$ cat src/rtl/riscv_pkg.sv
// Shared RV32I constants for the issue scoreboard: opcodes, the canonical NOP
// and the instruction field bit ranges used by the register-use decoder.
package riscv_pkg;

  localparam logic [6:0]  OPC_RTYPE = 7'b0110011;
  localparam logic [6:0]  OPC_IALU  = 7'b0010011;
  localparam logic [6:0]  OPC_LUI   = 7'b0110111;
  localparam logic [31:0] NOP_INSTR = 32'h0000_0013;

  localparam int OPC_HI = 6;
  localparam int OPC_LO = 0;
  localparam int RD_HI  = 11;
  localparam int RD_LO  = 7;
  localparam int RS1_HI = 19;
  localparam int RS1_LO = 15;
  localparam int RS2_HI = 24;
  localparam int RS2_LO = 20;

endpackage

$ cat src/rtl/riscv_reg_use_decode.sv
// Combinational decode of which architectural registers an instruction reads
// and writes; unknown opcodes use no registers at all.
module riscv_reg_use_decode
  import riscv_pkg::*;
(
  input  logic [31:0] instr,
  output logic [4:0]  rs1,
  output logic [4:0]  rs2,
  output logic [4:0]  rd,
  output logic        use_rs1,
  output logic        use_rs2,
  output logic        use_rd
);

  logic [6:0] opcode;
  logic       unused_bits;

  assign opcode      = instr[OPC_HI:OPC_LO];
  assign rs1         = instr[RS1_HI:RS1_LO];
  assign rs2         = instr[RS2_HI:RS2_LO];
  assign rd          = instr[RD_HI:RD_LO];
  assign unused_bits = ^{instr[31:25], instr[14:12]};

  always_comb begin
    use_rs1 = 1'b0;
    use_rs2 = 1'b0;
    use_rd  = 1'b0;
    case (opcode)
      OPC_RTYPE: begin
        use_rs1 = 1'b1;
        use_rs2 = 1'b1;
        use_rd  = 1'b1;
      end
      OPC_IALU: begin
        use_rs1 = 1'b1;
        use_rd  = 1'b1;
      end
      OPC_LUI:  use_rd = 1'b1;
      default:  ;
    endcase
  end

endmodule

$ cat src/rtl/riscv_issue_scoreboard.sv
// In-order issue stage: holds back instructions whose sources are still in
// flight, issuing NOP bubbles instead, and counts hazard-stall cycles.
module riscv_issue_scoreboard
  import riscv_pkg::*;
#(
  parameter int WB_LATENCY = 3,
  parameter int STALL_W    = 16
) (
  input  logic               clk,
  input  logic               rst_n,
  input  logic               in_valid,
  input  logic [31:0]        in_instr,
  output logic               in_ready,
  input  logic               flush,
  output logic               issue_valid,
  output logic [31:0]        issue_instr,
  output logic [STALL_W-1:0] stall_count
);

  localparam int CNT_W = $clog2(WB_LATENCY + 1);
  localparam logic [CNT_W-1:0]   CNT_LOAD  = CNT_W'(WB_LATENCY);
  localparam logic [CNT_W-1:0]   CNT_ONE   = CNT_W'(1);
  localparam logic [STALL_W-1:0] STALL_ONE = STALL_W'(1);

  logic [4:0]       rs1, rs2, rd;
  logic             use_rs1, use_rs2, use_rd;
  logic [CNT_W-1:0] busy_cnt [1:31];
  logic [31:0]      busy;
  logic             hazard;
  logic             accept;

  riscv_reg_use_decode u_decode (
    .instr   (in_instr),
    .rs1     (rs1),
    .rs2     (rs2),
    .rd      (rd),
    .use_rs1 (use_rs1),
    .use_rs2 (use_rs2),
    .use_rd  (use_rd)
  );

  // x0 has no counter, so it can never look busy.
  assign busy[0] = 1'b0;

  assign hazard   = in_valid && ((use_rs1 && busy[rs1]) || (use_rs2 && busy[rs2]));
  assign in_ready = !hazard && !flush;
  assign accept   = in_valid && in_ready;

  genvar gi;
  generate
    for (gi = 1; gi < 32; gi++) begin : g_busy
      assign busy[gi] = (busy_cnt[gi] != '0);

      // A fresh write reload beats the per-cycle countdown (covers WAW too).
      always_ff @(posedge clk or negedge rst_n) begin
        if (!rst_n) begin
          busy_cnt[gi] <= '0;
        end else if (flush) begin
          busy_cnt[gi] <= '0;
        end else if (accept && use_rd && (rd == 5'(gi))) begin
          busy_cnt[gi] <= CNT_LOAD;
        end else if (busy[gi]) begin
          busy_cnt[gi] <= busy_cnt[gi] - CNT_ONE;
        end
      end
    end
  endgenerate

  always_ff @(posedge clk or negedge rst_n) begin
    if (!rst_n) begin
      issue_valid <= 1'b0;
      issue_instr <= NOP_INSTR;
    end else if (accept) begin
      issue_valid <= 1'b1;
      issue_instr <= in_instr;
    end else begin
      issue_valid <= 1'b0;
      issue_instr <= NOP_INSTR;
    end
  end

  // Performance counter survives flush; only reset clears it.
  always_ff @(posedge clk or negedge rst_n) begin
    if (!rst_n) begin
      stall_count <= '0;
    end else if (hazard && !flush && (stall_count != '1)) begin
      stall_count <= stall_count + STALL_ONE;
    end
  end

endmodule
$ cat config.mk
export PLATFORM = sky130hd
export DESIGN_NAME = riscv_issue_scoreboard
export DESIGN_NICKNAME = d
export VERILOG_FILES = /design/src/rtl/riscv_pkg.sv /design/src/rtl/riscv_reg_use_decode.sv /design/src/rtl/riscv_issue_scoreboard.sv
export SDC_FILE = /design/constraint.sdc
export NUM_CORES = 1
export LEC_CHECK = 0
export CAP_MARGIN = 20
export CORE_ASPECT_RATIO = 1.5
export CORE_MARGIN = 1
export CORE_UTILIZATION = 50
export CTS_CLUSTER_DIAMETER = 120
export DETAILED_ROUTE_END_ITERATION = 8
export GPL_ROUTABILITY_DRIVEN = 1
export PLACE_DENSITY = 0.73
export SYNTH_ARGS = -nofsm -noshare
export SYNTH_HDL_FRONTEND = slang
export SYNTH_SLANG_ARGS = --single-unit
$ cat constraint.sdc
create_clock -name clk -period 2.9 [get_ports clk]
set_input_delay 0.58 -clock clk [delete_from_list [all_inputs] [get_ports clk]]
set_output_delay 0.58 -clock clk [all_outputs]
set_load 0.005 [all_outputs]
-- Word-level counts from Yosys, hierarchy flattened
Index checks and enable logic that the tools add are counted.
Widths: inputs -> output; s select.
- add/subtract/negate cells: 32
- $mul: 0
- divide/modulo/power cells: 0
- $lt $le $gt $ge: 2
- equality and inequality tests: 35
- shift-type cells: 0
- multiplexer cells: 102
- bitwise logic cells: 0
- reductions and logical operators: 106
- operator list (operator ; count):
    $mux 2 ; 93
    $reduce_bool 3->1 ; 31
    $eq 5x5->1 const B ; 16
    $reduce_bool 2->1 ; 31
    $sub 2x1->2 const B ; 31
    $eq 5x4->1 const B ; 8
    $logic_and 1x1->1 ; 39
    $mux 32 ; 1
    $eq 5x3->1 const B ; 4
    $add 16x1->16 const B ; 1
    $ne 16x16->1 const B ; 1
    $eq 7x6->1 const B ; 2
    $lt 5x6->1 const B ; 2
    $bmux 1 s5 ; 2
    $eq 5x2->1 const B ; 2
    $eq 7x5->1 const B ; 1
    $mux 1 ; 6
    $eq 5x1->1 const B ; 1
    $reduce_or 3->1 ; 1
    $logic_not 1->1 ; 2
    $reduce_or 2->1 ; 1
    $logic_or 1x1->1 ; 1
- register bits: 111
- bits in latches: 0
- RAM bits: 0
- ROM bits: 0
- input port bits: 36
- output and inout port bits: 50
- word-level logic and storage cells: 311
- memories kept: 0

-- Longest topological paths before layout
Gate-level depths: netlist (run 1).
- depth after elaboration: 13
- depth in mapped cells: 10
- depth with buffers taken out: 8

-- Cells and area by module
From an unflattened synthesis (run 1), not the netlist that was laid out.
- cells, all modules: 561
- area total of the unflattened synthesis: 6049.6 sq um
- by module, submodules not included (module ; instances ; cells each ; area an instance (sq um) ; seq. area each (sq um)):
    riscv_issue_scoreboard ; 1 ; 540 ; 5888.1 ; 2781.4
    riscv_reg_use_decode ; 1 ; 21 ; 161.4 ; 0.0

-- Worst setup path before layout (run 1)
Ideal clock, no wire load.
- path kind: input to output
- from: in in_instr[17]
- to: out in_ready
- arrival: 2.048 ns
- data required time: 2.320 ns
- slack: 0.272 ns
- cell stages on the path: 8
- path buffers: 2
- cells stage by stage: buf_4 > buf_6 > mux2i_1 > mux4_2 > a22oi_2 > a21oi_1 > o21ai_0 > nor2b_1
- cells in the longest elaborated chain, start to end: 7
- ends and longest elaborated chain (element ; line ; RTL):
    from (decl) ; riscv_issue_scoreboard.sv:12 ; input logic [31:0] in_instr,
    $bmux 1 s5 ; riscv_issue_scoreboard.sv:45 ; assign hazard = in_valid && ((use_rs1 && busy[rs1]) || (use_rs2 && busy[rs2]));
    $mux 1 (not written as such) ; riscv_issue_scoreboard.sv:45 ;
    $logic_and 1x1->1 ; riscv_issue_scoreboard.sv:45 ;
    $logic_or 1x1->1 ; riscv_issue_scoreboard.sv:45 ;
    $logic_and 1x1->1 ; riscv_issue_scoreboard.sv:45 ;
    $logic_not 1->1 ; riscv_issue_scoreboard.sv:46 ; assign in_ready = !hazard && !flush;
    $logic_and 1x1->1 ; riscv_issue_scoreboard.sv:46 ;
    to (decl) ; riscv_issue_scoreboard.sv:13 ; output logic in_ready,
Every way passes these cells. The select of a mux whose other input is x is not followed.

-- Worst setup path in the final report (run 1)
- from: reg busy_cnt[26] in the netlist's numbering
- to: out in_ready
- cells in the longest elaborated chain, start to end: 8
- elaborated cells on any way between the ends: 11
- those cells by class: mux: 4; reduce/logical: 7
- ends and longest elaborated chain (element ; line ; RTL):
    from (decl) ; riscv_issue_scoreboard.sv:27 ; logic [CNT_W-1:0] busy_cnt [1:31];
    from (signal, indexed assignment) ; riscv_issue_scoreboard.sv:63 ; busy_cnt[gi] <= busy_cnt[gi] - CNT_ONE;
    $reduce_bool 2->1 (*) ; riscv_issue_scoreboard.sv:52 ; assign busy[gi] = (busy_cnt[gi] != '0);
    $bmux 1 s5 ; riscv_issue_scoreboard.sv:45 ;
    $mux 1 (not written as such) ; riscv_issue_scoreboard.sv:45 ;
    $logic_and 1x1->1 ; riscv_issue_scoreboard.sv:45 ;
    $logic_or 1x1->1 (*) ; riscv_issue_scoreboard.sv:45 ;
    $logic_and 1x1->1 (*) ; riscv_issue_scoreboard.sv:45 ;
    $logic_not 1->1 (*) ; riscv_issue_scoreboard.sv:46 ;
    $logic_and 1x1->1 (*) ; riscv_issue_scoreboard.sv:46 ;
Every way passes the cells marked *; elsewhere a longest branch is shown, timed or not. The select of a mux whose other input is x is not followed.

==> summary.md, run 1 <==
| Metric | Value |
|---|---|
| Share of cells above drive strength 1 | 28.7% |
| CTS tree | done |
| Critical Setup Path Class | reg2out |
| Share of the clock period used by the worst path | 100% |
| Number of optimization iterations in the first detailed-route pass | 8 |
| Number of enable flip-flop cells after synthesis | 0 |
| Worst flop-to-flop path startpoint | busy_cnt[26] |
| Detailed placement HPWL | 12800 µm |
| Post-Syn Nets | 727 |
| First-pass GRT wire length | 29100 µm |
| Number of maximum-capacitance constraint violations | 0 |
| Final worst setup slack | -0.00979 ns |
| Maximum net fanout on the critical path | 3 |
| Static leakage power | 3.93 nW |
| Area fraction of the dominant cell type after synthesis | 42.0% |
| CTS root buf | sky130_fd_sc_hd__clkbuf_16 |
| Dpl cells | 960 |
| Top cell type by total area after synthesis | sky130_fd_sc_hd__dfrtp_1 |
| Initial antenna violation count | 0 |
| Data arrival time at the worst-slack endpoint | 2.33 ns |
| Synthesized flop and latch total | 111 |
| Initial core utilization | 51.4% |
| Internal power consumption | 4.43 mW |
| Main synth FF type | sky130_fd_sc_hd__dfrtp_1 |
| Worst stage delay on the critical path | 0.50 ns |
| Cell row count | 50 |
| Final setup violation count | 1 |
| Placer Congestion | 0.905 |
| Most common cell after layout, fill and taps aside | sky130_fd_sc_hd__dfrtp_1 |
| CTS Buf Count | 9 |
| Min-Delay Path Class | in2async |
| Routed length per instance | 18.5 µm |
| Floorplan die area | 13300 µm² |
| Cell-by-cell trace of the critical path | inv_1, ha_2, mux2i_1, mux4_2, a2bb2oi_4, a211oi_2, o21ai_1, nor2b_2, buf_2 |
| Initial drt markers | 274 |
| Clock Skew | 0.0113 ns |
| Violated checks | negative setup slack |
| Post-synthesis area per instance | 9.77 µm² |
| Worst-Skew Late Latency | 0.35 ns |
| CTS max path bufs | 2 |
| Area overhead of the layout relative to synthesis | 35.6% |
| Achievable clock frequency | 344 MHz |
| Vias in the first global route | 5874 |
| Worst path bufs/invs | 2 |
| Setup repair after global routing missed its margin | yes |
| Post-synth design cell area | 6440 µm² |
| Global-route total usage across every layer | 28.9% |
| Number of hold violations in the final report | 0 |
| Start point of the critical path | busy_cnt[26] |
| Crit path launch type | register |
| Capturing element type of the critical path | output pin |
| Required @ worst endpoint | 2.32 ns |
| Synth warnings | 0 |
| Power per cell area | 774 nW/µm² |
| Clock slew at reported path FFs | 0.08 ns |
| Run status | finished, violations left |
| Top library cells by usage in the layout, fill and taps aside | sky130_fd_sc_hd__dfrtp_1 (108), sky130_fd_sc_hd__nor2_1 (101), sky130_fd_sc_hd__buf_4 (98), sky130_fd_sc_hd__clkdlybuf4s50_1 (75), sky130_fd_sc_hd__inv_1 (63) |
| Distinct cells, synth | 48 |
| Slew at the pin closest to its max-slew limit | 0.650 ns |
| Clock period minus final worst setup slack | 2.91 ns |
| Switching share of total power | 34.4% |
| Top-level I/O count | 86 |
| Maximum VDD drop | 444 µV |
| Ant diodes | 0 |
| Die extent in x | 94.6 µm |
| Number of pins exceeding their max-slew limit in the final report | 0 |
| Leading cell types by total area after synthesis | sky130_fd_sc_hd__dfrtp_1 (42%), sky130_fd_sc_hd__a31o_2 (7.8%), sky130_fd_sc_hd__ha_1 (6.2%) |
| Fraction of registers with async set or reset after synthesis | 100% |
| Relative contribution of the clock network to total power | 21.1% |
| Die extent in y | 141 µm |
| Total congestion overflow | 0 |
| Fraction of the yosys area taken by sequential cells | 43.2% |
| Wirelength, routed | 18200 µm |
| Total power | 6.76 mW |
| Via count | 5680 |
| Relative slew slack | 56.7% |
| Vias per inst | 5.77 |
| Post-Layout Cell Count | 984 |
| Crit-path leading delay family | multiplexers |
| Pin count of the biggest net entering global routing | 112 |
| Count of buffers inserted at the top-level ports | 85 |
| Setup_tns | -0.00979 ns |
| Net switching power | 2.33 mW |
| Core Footprint | 12500 µm² |
| Sequential group share of total power | 29.3% |
| Antenna Violating Nets Remaining | 0 |
| Count of mapped cells out of synthesis | 659 |
| Critical-path cell with the highest stage delay | sky130_fd_sc_hd__mux4_2 |
| Count of clock tree sinks | 111 |
| Final #Nets | 891 |
| Remaining design rule violation count | 0 |
| H-tree Lvls | 3 |
| Combinational power share | 49.6% |
## stage by stage
step	utilization, %	worst slack (ns)	cell area, µm²	hold slack (ns)
floorplan	-	0.272	6440	0.284
global placement	64.6	-0.659	8080	0.476
detailed placement	64.6	-0.663	8080	0.493
CTS	69.2	0.00906	8660	0.333
global route	69.8	-0.124	8730	0.344
finish	69.8	-0.00979	8730	0.256
## synthesized netlist by cell type (2+ instances only)
library cell,instances
sky130_fd_sc_hd__a31o_1,6
sky130_fd_sc_hd__nor2_1,101
sky130_fd_sc_hd__buf_4,6
sky130_fd_sc_hd__and3_1,4
sky130_fd_sc_hd__mux2i_1,24
sky130_fd_sc_hd__a211oi_2,2
sky130_fd_sc_hd__o221ai_1,2
sky130_fd_sc_hd__buf_6,2
sky130_fd_sc_hd__o21ai_1,5
sky130_fd_sc_hd__inv_1,64
sky130_fd_sc_hd__dfstp_2,3
sky130_fd_sc_hd__nand3_1,4
sky130_fd_sc_hd__mux4_2,7
sky130_fd_sc_hd__nand2_1,9
sky130_fd_sc_hd__nor3_1,31
sky130_fd_sc_hd__nand3b_1,6
sky130_fd_sc_hd__dfrtp_1,108
sky130_fd_sc_hd__buf_2,13
sky130_fd_sc_hd__xor2_1,31
sky130_fd_sc_hd__a31o_2,57
sky130_fd_sc_hd__or3b_2,3
sky130_fd_sc_hd__a2bb2oi_2,2
sky130_fd_sc_hd__or3_1,2
sky130_fd_sc_hd__nor2b_1,6
sky130_fd_sc_hd__a21oi_1,33
sky130_fd_sc_hd__ha_1,32
sky130_fd_sc_hd__o211ai_1,4
sky130_fd_sc_hd__xnor2_1,15
sky130_fd_sc_hd__a21oi_2,2
sky130_fd_sc_hd__and2_1,34
sky130_fd_sc_hd__o2111ai_1,5
sky130_fd_sc_hd__o21ai_0,2
sky130_fd_sc_hd__nand4_1,3
sky130_fd_sc_hd__nand2b_1,5
sky130_fd_sc_hd__clkbuf_1,13
## registers in the layout (all words and copies together) (netlist names)
register	count
busy_cnt	62
issue_instr	32
issue_valid	1
stall_count	16
## what timing repair did
action,4_1_cts,5_1_grt
setup buffers,6,0
gates resized for setup,55,13
endpoints found under the setup margin,1,1
pin swaps,9,2
gates cloned,2,0
hold buffers,0,0
## metal layers
layer	wire length, µm	track usage, %	vias to the layer above
met5	0	0	-
met4	1040	18.1	0
li1	-	-	2591
met2	9850	51.7	246
met1	6260	30.5	2775
met3	1060	5.02	68
## worst paths after layout
kind / end / slack (ns) / cells after the start
max in group asynchronous: busy_cnt[56] / 2.10 / 2
worst max-delay path: in_ready / -0.01 / 9
worst max register to register: stall_count[3] / 0.34 / 10
worst min-delay path: issue_instr[13] / 0.26 / 2
min in group clk: stall_count[11] / 0.50 / 1
worst min register to register: stall_count[11] / 0.50 / 1
## logic make-up (layout without fill, tap and decap cells)
kind of cell	count (synthesis)	count (layout)	share of synthesized area [%]
AND/OR/NAND/NOR	213	213	16.2
AO/OA/AOI/OAI	125	125	15.0
flip-flops	111	111	43.2
buffers and inverters	100	269	6.69
XOR/XNOR	46	46	6.26
adder cells (fa/ha/maj)	32	32	6.22
multiplexers	32	32	6.36
## power by group through the flow
stage / clock network (mW) / registers (mW) / logic (mW)
global placement: 0 / 1.98 / 2.82
finish: 1.42 / 1.98 / 3.35
floorplan: 0 / 2.00 / 1.83
CTS: 1.45 / 1.98 / 3.20
global route: 1.50 / 2.01 / 3.67
detailed placement: 0 / 2.01 / 2.98
## layout make-up
class	count	area, µm²
Fill cell	892	3780
Multi-Input combinational cell	448	3450
Sequential cell	111	2780
Timing Repair Buffer	189	1720
Inverter	64	240
Clock buffer	10	229
Tap cell	156	195
Clock inverter	6	116
Note: power is estimated with default switching activity, not from simulation.
==> run 2, diff against run 1 <==
--- a/config.mk
+++ b/config.mk
@@ -6,7 +6,7 @@
 export NUM_CORES = 1
 export LEC_CHECK = 0
 export CAP_MARGIN = 20
-export CORE_ASPECT_RATIO = 1.5
+export CORE_ASPECT_RATIO = 0.9
 export CORE_MARGIN = 1
 export CORE_UTILIZATION = 50
 export CTS_CLUSTER_DIAMETER = 120
==> run 2 against run 1 <==
Net effect: routed wire length down 5.6%; global-route usage decreased by 2.2 points; critical path type unchanged; highest routed layer unchanged; the run still ends with negative setup slack left; non-clock buffer count up 16.
==> summary.md, run 2 (same netlist as run 1, synthesis figures left out) <==
| Metric | Value |
|---|---|
| Count of buffers inserted at the top-level ports | 85 |
| Total cell area at the placement stage | 8080 µm² |
| Crit-path leading delay family | compound AO/OA/AOI/OAI gates |
| Maximum VDD drop | 492 µV |
| Antenna Violating Nets Remaining | 0 |
| Top-level I/O count | 86 |
| Final setup violation count | 1 |
| Detailed placement HPWL | 12100 µm |
| Power per cell area | 751 nW/µm² |
| Cell-by-cell trace of the critical path | inv_1, ha_2, mux4_2, a221oi_4, nand2_1, a21oi_2, o21ai_1, nor2b_1, buf_2 |
| Sequential cell area | 2780 µm² |
| Initial drt markers | 381 |
| Crit path launch type | register |
| Capturing element type of the critical path | output pin |
| Register ranked first by flip-flop count | busy_cnt |
| Summed area of non-filler cells in the final layout | 8740 µm² |
| Net switching power | 2.26 mW |
| Count of clock tree sinks | 111 |
| Slew at the pin closest to its max-slew limit | 0.528 ns |
| Total congestion overflow | 0 |
| Critical-path cell with the highest stage delay | sky130_fd_sc_hd__mux4_2 |
| CTS tree | done |
| CTS max path bufs | 2 |
| Sequential group share of total power | 30.4% |
| Initial antenna violation count | 1 |
| Worst path bufs/invs | 2 |
| Wirelength, routed | 17200 µm |
| Relative slew slack | 64.7% |
| Placer Congestion | 0.910 |
| H-tree Lvls | 3 |
| Vias per inst | 5.65 |
| Data arrival time at the worst-slack endpoint | 2.38 ns |
| Worst-Skew Late Latency | 0.35 ns |
| Number of pins exceeding their max-slew limit in the final report | 0 |
| Setup repair after global routing missed its margin | yes |
| Biggest registers after layout | busy_cnt x62, issue_instr x32, stall_count x16 |
| Min-Delay Path Class | in2async |
| Core Footprint | 12300 µm² |
| Post-route worst hold slack | 0.136 ns |
| Share of the clock period used by the worst path | 102% |
| Global-route total usage across every layer | 26.7% |
| Flip-flop count of the largest register after layout | 62 |
| Area overhead of the layout relative to synthesis | 35.7% |
| CTS Buf Count | 9 |
| CTS root buf | sky130_fd_sc_hd__clkbuf_16 |
| Number of hold violations in the final report | 0 |
| Final worst setup slack | -0.0588 ns |
| Clock period minus final worst setup slack | 2.96 ns |
| Most common cell after layout, fill and taps aside | sky130_fd_sc_hd__buf_4 |
| Pin count of the biggest net entering global routing | 63 |
| Multi-input gate area | 3360 µm² |
| Clock slew at reported path FFs | 0.07 ns |
| Static leakage power | 4.00 nW |
| Achievable clock frequency | 338 MHz |
| Internal power consumption | 4.30 mW |
| Top library cells by usage in the layout, fill and taps aside | sky130_fd_sc_hd__buf_4 (112), sky130_fd_sc_hd__dfrtp_1 (108), sky130_fd_sc_hd__nor2_1 (101), sky130_fd_sc_hd__clkdlybuf4s50_1 (75), sky130_fd_sc_hd__a31o_2 (57) |
| Initial core utilization | 52.3% |
| Total power | 6.56 mW |
| Util after Layout | 71.0% |
| Combinational power share | 50.3% |
| Share of cells above drive strength 1 | 29.7% |
| Critical Setup Path Class | reg2out |
| Floorplan die area | 13300 µm² |
| Number of optimization iterations in the first detailed-route pass | 5 |
| Final #Nets | 907 |
| Violated checks | negative setup slack |
| Worst stage delay on the critical path | 0.49 ns |
| Via count | 5675 |
| Required @ worst endpoint | 2.32 ns |
| Run status | finished, violations left |
| Die extent in x | 122 µm |
| Cell row count | 38 |
| Die extent in y | 110 µm |
| Relative contribution of the clock network to total power | 19.4% |
| First-pass GRT wire length | 26900 µm |
| Number of fill cells in the layout | 879 |
| Maximum net fanout on the critical path | 3 |
| Clock Skew | 0.00791 ns |
| Switching share of total power | 34.4% |
| Vias in the first global route | 5464 |
| Number of maximum-capacitance constraint violations | 0 |
| Routed length per instance | 17.1 µm |
| Dpl ws | -0.707 ns |
| Remaining design rule violation count | 0 |
[run 2: changes by cell type in the layout (fill, tap and decap cells not counted), sizes merged]
cell,change
clkinv,+1
buf,+15
bufinv,-2
diode,+1
clkbuf,+1
dlygate4sd2,+2
inv,-1
clkdlybuf4s15,-1
clkinvlp,+1
[run 2: per-layer routing]
layer / track usage, % / wire, µm / vias to the layer above
met4: 10.7 / 476 / 0
li1: - / - / 2623
met2: 45.7 / 8560 / 195
met3: 6.48 / 1110 / 45
met5: 0 / 0 / -
met1: 32.4 / 7050 / 2812
[run 2: area by class of cell]
type                    count  area share, %
repair buffers            205           21.1
flip-flops and latches    111           31.8
multi-input cells         448           38.4
diodes                      1         0.0286
well taps                 160           2.29
inverters                  64           2.75
clock inverters             5          0.644
clock buffers              11           2.89
[run 2: worst paths after layout]
| kind | from | endpoint | slack [ns] | cells after the start |
|---|---|---|---|---|
| max | busy_cnt[22] | in_ready | -0.06 | 9 |
| max in group asynchronous | rst_n | issue_instr[5] | 2.08 | 2 |
| min | rst_n | issue_instr[17] | 0.14 | 1 |
| min in group clk | stall_count[11] | stall_count[11] | 0.50 | 1 |
| min reg2reg | stall_count[11] | stall_count[11] | 0.50 | 1 |
| max reg2reg | busy_cnt[22] | stall_count[10] | 0.31 | 11 |
[run 2: timing repair]
| item | in CTS | in global routing |
|---|---|---|
| setup buffers | 6 | 16 |
| gates resized for setup | 36 | 22 |
| hold buffers | 0 | 0 |
| gates cloned | 2 | 0 |
| setup endpoints to repair | 1 | 1 |
| pin swaps | 9 | 11 |
[run 2: per-stage QoR]
stage,TNS [ns],instances
floorplan,0,659
global placement,-2.17,964
detailed placement,-5.95,964
CTS,-0.0146,988
global route,-0.161,1005
finish,-0.0588,1005
[run 2: power by group through the flow]
| stage | Combinational, mW | Clock (mW) | Sequential [mW] |
|---|---|---|---|
| 2_1_floorplan | 1.83 | 0 | 2.00 |
| 3_3_place_gp | 2.79 | 0 | 1.99 |
| 3_5_place_dp | 2.96 | 0 | 2.01 |
| 4_1_cts | 3.10 | 1.29 | 1.98 |
| 5_1_grt | 3.60 | 1.36 | 2.03 |
| 6_report | 3.30 | 1.27 | 1.99 |
[run 2: worst register-to-register path: stages, from the launching register on]
cell                        delay, ns
sky130_fd_sc_hd__dfrtp_1         0.38
sky130_fd_sc_hd__inv_1           0.06
sky130_fd_sc_hd__ha_2            0.20
sky130_fd_sc_hd__mux4_2          0.49
sky130_fd_sc_hd__a221oi_4        0.30
sky130_fd_sc_hd__buf_4           0.15
sky130_fd_sc_hd__buf_4           0.09
sky130_fd_sc_hd__o2111ai_1       0.10
sky130_fd_sc_hd__a21oi_2         0.20
sky130_fd_sc_hd__buf_4           0.19
sky130_fd_sc_hd__o2111ai_1       0.15
sky130_fd_sc_hd__xnor2_1         0.16
==> run 3, diff against run 2 <==
--- a/config.mk
+++ b/config.mk
@@ -13,6 +13,7 @@
 export DETAILED_ROUTE_END_ITERATION = 8
 export GPL_ROUTABILITY_DRIVEN = 1
 export PLACE_DENSITY = 0.73
+export SKIP_CTS_REPAIR_TIMING = 1
 export SYNTH_ARGS = -nofsm -noshare
 export SYNTH_HDL_FRONTEND = slang
 export SYNTH_SLANG_ARGS = --single-unit
==> run 3 against run 2 <==
Net effect: the flow still finishes with violations (negative setup slack); die area stayed put; routed wire length fell by 1.1%; global-route usage is 0.80 points lower; power is 2.3% lower; clock skew about the same; largest power group unchanged; critical path type unchanged; flip-flop and latch count stayed put.
==> summary.md, run 3 (same netlist as run 1, synthesis figures left out) <==
| Metric | Value |
|---|---|
| Routed length per instance | 17.1 µm |
| Power per cell area | 744 nW/µm² |
| Number of optimization iterations in the first detailed-route pass | 4 |
| Die extent in x | 122 µm |
| Static leakage power | 3.98 nW |
| Pin count of the biggest net entering global routing | 63 |
| Count of buffers inserted at the top-level ports | 85 |
| Achievable clock frequency | 334 MHz |
| Final worst setup slack | -0.0951 ns |
| Dpl cells | 964 |
| Length of routed met3 wiring | 1060 µm |
| Share of the clock period used by the worst path | 103% |
| CTS Buf Count | 9 |
| Number of maximum-capacitance constraint violations | 0 |
| Cell-by-cell trace of the critical path | inv_2, ha_4, mux4_2, a221oi_4, nand2_1, a21oi_2, o21ai_1, nor2b_2, clkbuf_2 |
| Ant diodes | 0 |
| RR Endpoint | stall_count[10] |
| Antenna Violating Nets Remaining | 0 |
| Clock period minus final worst setup slack | 3.00 ns |
| Vias per inst | 5.63 |
| Biggest registers after layout | busy_cnt x62, issue_instr x32, stall_count x16 |
| Remaining design rule violation count | 0 |
| Vias in the first global route | 5378 |
| Floorplan die area | 13300 µm² |
| Min-Delay Path Class | in2async |
| CTS root buf | sky130_fd_sc_hd__clkbuf_16 |
| Placer Congestion | 0.910 |
| CTS tree | done |
| Maximum net fanout on the critical path | 3 |
| Most common cell after layout, fill and taps aside | sky130_fd_sc_hd__dfrtp_1 |
| R2r worst-path depth | 11 |
| Worst-Skew Late Latency | 0.35 ns |
| Total congestion overflow | 0 |
| Required @ worst endpoint | 2.32 ns |
| Dpl ws | -0.707 ns |
| Critical-path cell with the highest stage delay | sky130_fd_sc_hd__mux4_2 |
| R2R setup slack | 0.25 ns |
| Critical Setup Path Class | reg2out |
| Setup_tns | -0.0951 ns |
| Core Footprint | 12300 µm² |
| Total power | 6.41 mW |
| Final #Nets | 895 |
| Initial antenna violation count | 0 |
| Count of clock tree sinks | 111 |
| Metal-1 WL | 6970 µm |
| Relative slew slack | 65.1% |
| Worst stage delay on the critical path | 0.52 ns |
| Crit path launch type | register |
| Data arrival time at the worst-slack endpoint | 2.42 ns |
| Number of pins exceeding their max-slew limit in the final report | 0 |
| Initial drt markers | 337 |
| Area overhead of the layout relative to synthesis | 34.0% |
| Number of hold violations in the final report | 0 |
| Highest metal layer used by the detailed router | met4 |
| Final setup violation count | 1 |
| Run status | finished, violations left |
| Met2 Routed Length | 8490 µm |
| Share of cells above drive strength 1 | 26.8% |
| Top-level I/O count | 86 |
| First-pass GRT wire length | 26200 µm |
| Clock Skew | 0.00800 ns |
| Clock slew at reported path FFs | 0.07 ns |
| Die extent in y | 110 µm |
| Maximum VDD drop | 494 µV |
| Wirelength, routed | 17000 µm |
| Post-Layout Cell Count | 992 |
| Via count | 5584 |
| Setup repair after global routing missed its margin | yes |
| CTS max path bufs | 2 |
| Top library cells by usage in the layout, fill and taps aside | sky130_fd_sc_hd__dfrtp_1 (108), sky130_fd_sc_hd__nor2_1 (101), sky130_fd_sc_hd__buf_4 (101), sky130_fd_sc_hd__clkdlybuf4s50_1 (75), sky130_fd_sc_hd__inv_1 (61) |
| Slew at the pin closest to its max-slew limit | 0.522 ns |
| Worst flop-to-flop path startpoint | busy_cnt[50] |
| Initial core utilization | 52.3% |
| Util after Layout | 70.0% |
| Global-route total usage across every layer | 25.9% |
| Cell row count | 38 |
| Violated checks | negative setup slack |
| Register ranked first by flip-flop count | busy_cnt |
| H-tree Lvls | 3 |
| Detailed placement HPWL | 12100 µm |
| Flip-flop count of the largest register after layout | 62 |
| Capturing element type of the critical path | output pin |
run 3: area by class of cell:
type	instances	area [µm²]
fillers	905	3690
multi-input cells	448	3330
flip-flops and latches	111	2780
repair buffers	193	1770
clock buffers	11	253
inverters	64	240
well taps	160	200
clock inverters	5	56.3
run 3: worst max-delay path by stage:
stage | start | endpoint | slack, ns | depth (start not counted)
global route | busy_cnt[22] | in_ready | -0.20 | 9
finish | busy_cnt[17] | in_ready | -0.1 | 9
global placement | in_instr[15] | in_ready | -0.71 | 8
CTS | in_instr[15] | in_ready | -0.72 | 8
floorplan | in_instr[17] | in_ready | 0.27 | 8
detailed placement | in_instr[15] | in_ready | -0.71 | 8
run 3: metrics by stage:
step / hold slack [ns] / instance area (µm²)
6_report: 0.137 / 8630
3_3_place_gp: 0.483 / 8080
3_5_place_dp: 0.491 / 8080
5_1_grt: 0.157 / 8630
4_1_cts: 0.144 / 8390
2_1_floorplan: 0.284 / 6440
run 3: worst max-delay path, delay by kind of cell (launching register included):
family                     cells  cell delay, ns
AOI/OAI and AO/OA              3            0.57
adders and majority gates      1            0.17
buffers and inverters          2            0.17
DFF                            1            0.38
muxes                          1            0.52
and+or+nand+nor                2            0.25
run 3: per-layer routing:
layer	vias up	global-route usage [%]
li1	2597	-
met1	2760	31.3
met2	188	44.4
met3	39	6.33
met4	0	10.2
met5	-	0
run 3: report_power, final:
part           switching, mW  internal (mW)
Clock                  0.550          0.715
Combinational           1.52           1.64
Sequential             0.151           1.83
Total                   2.22           4.19
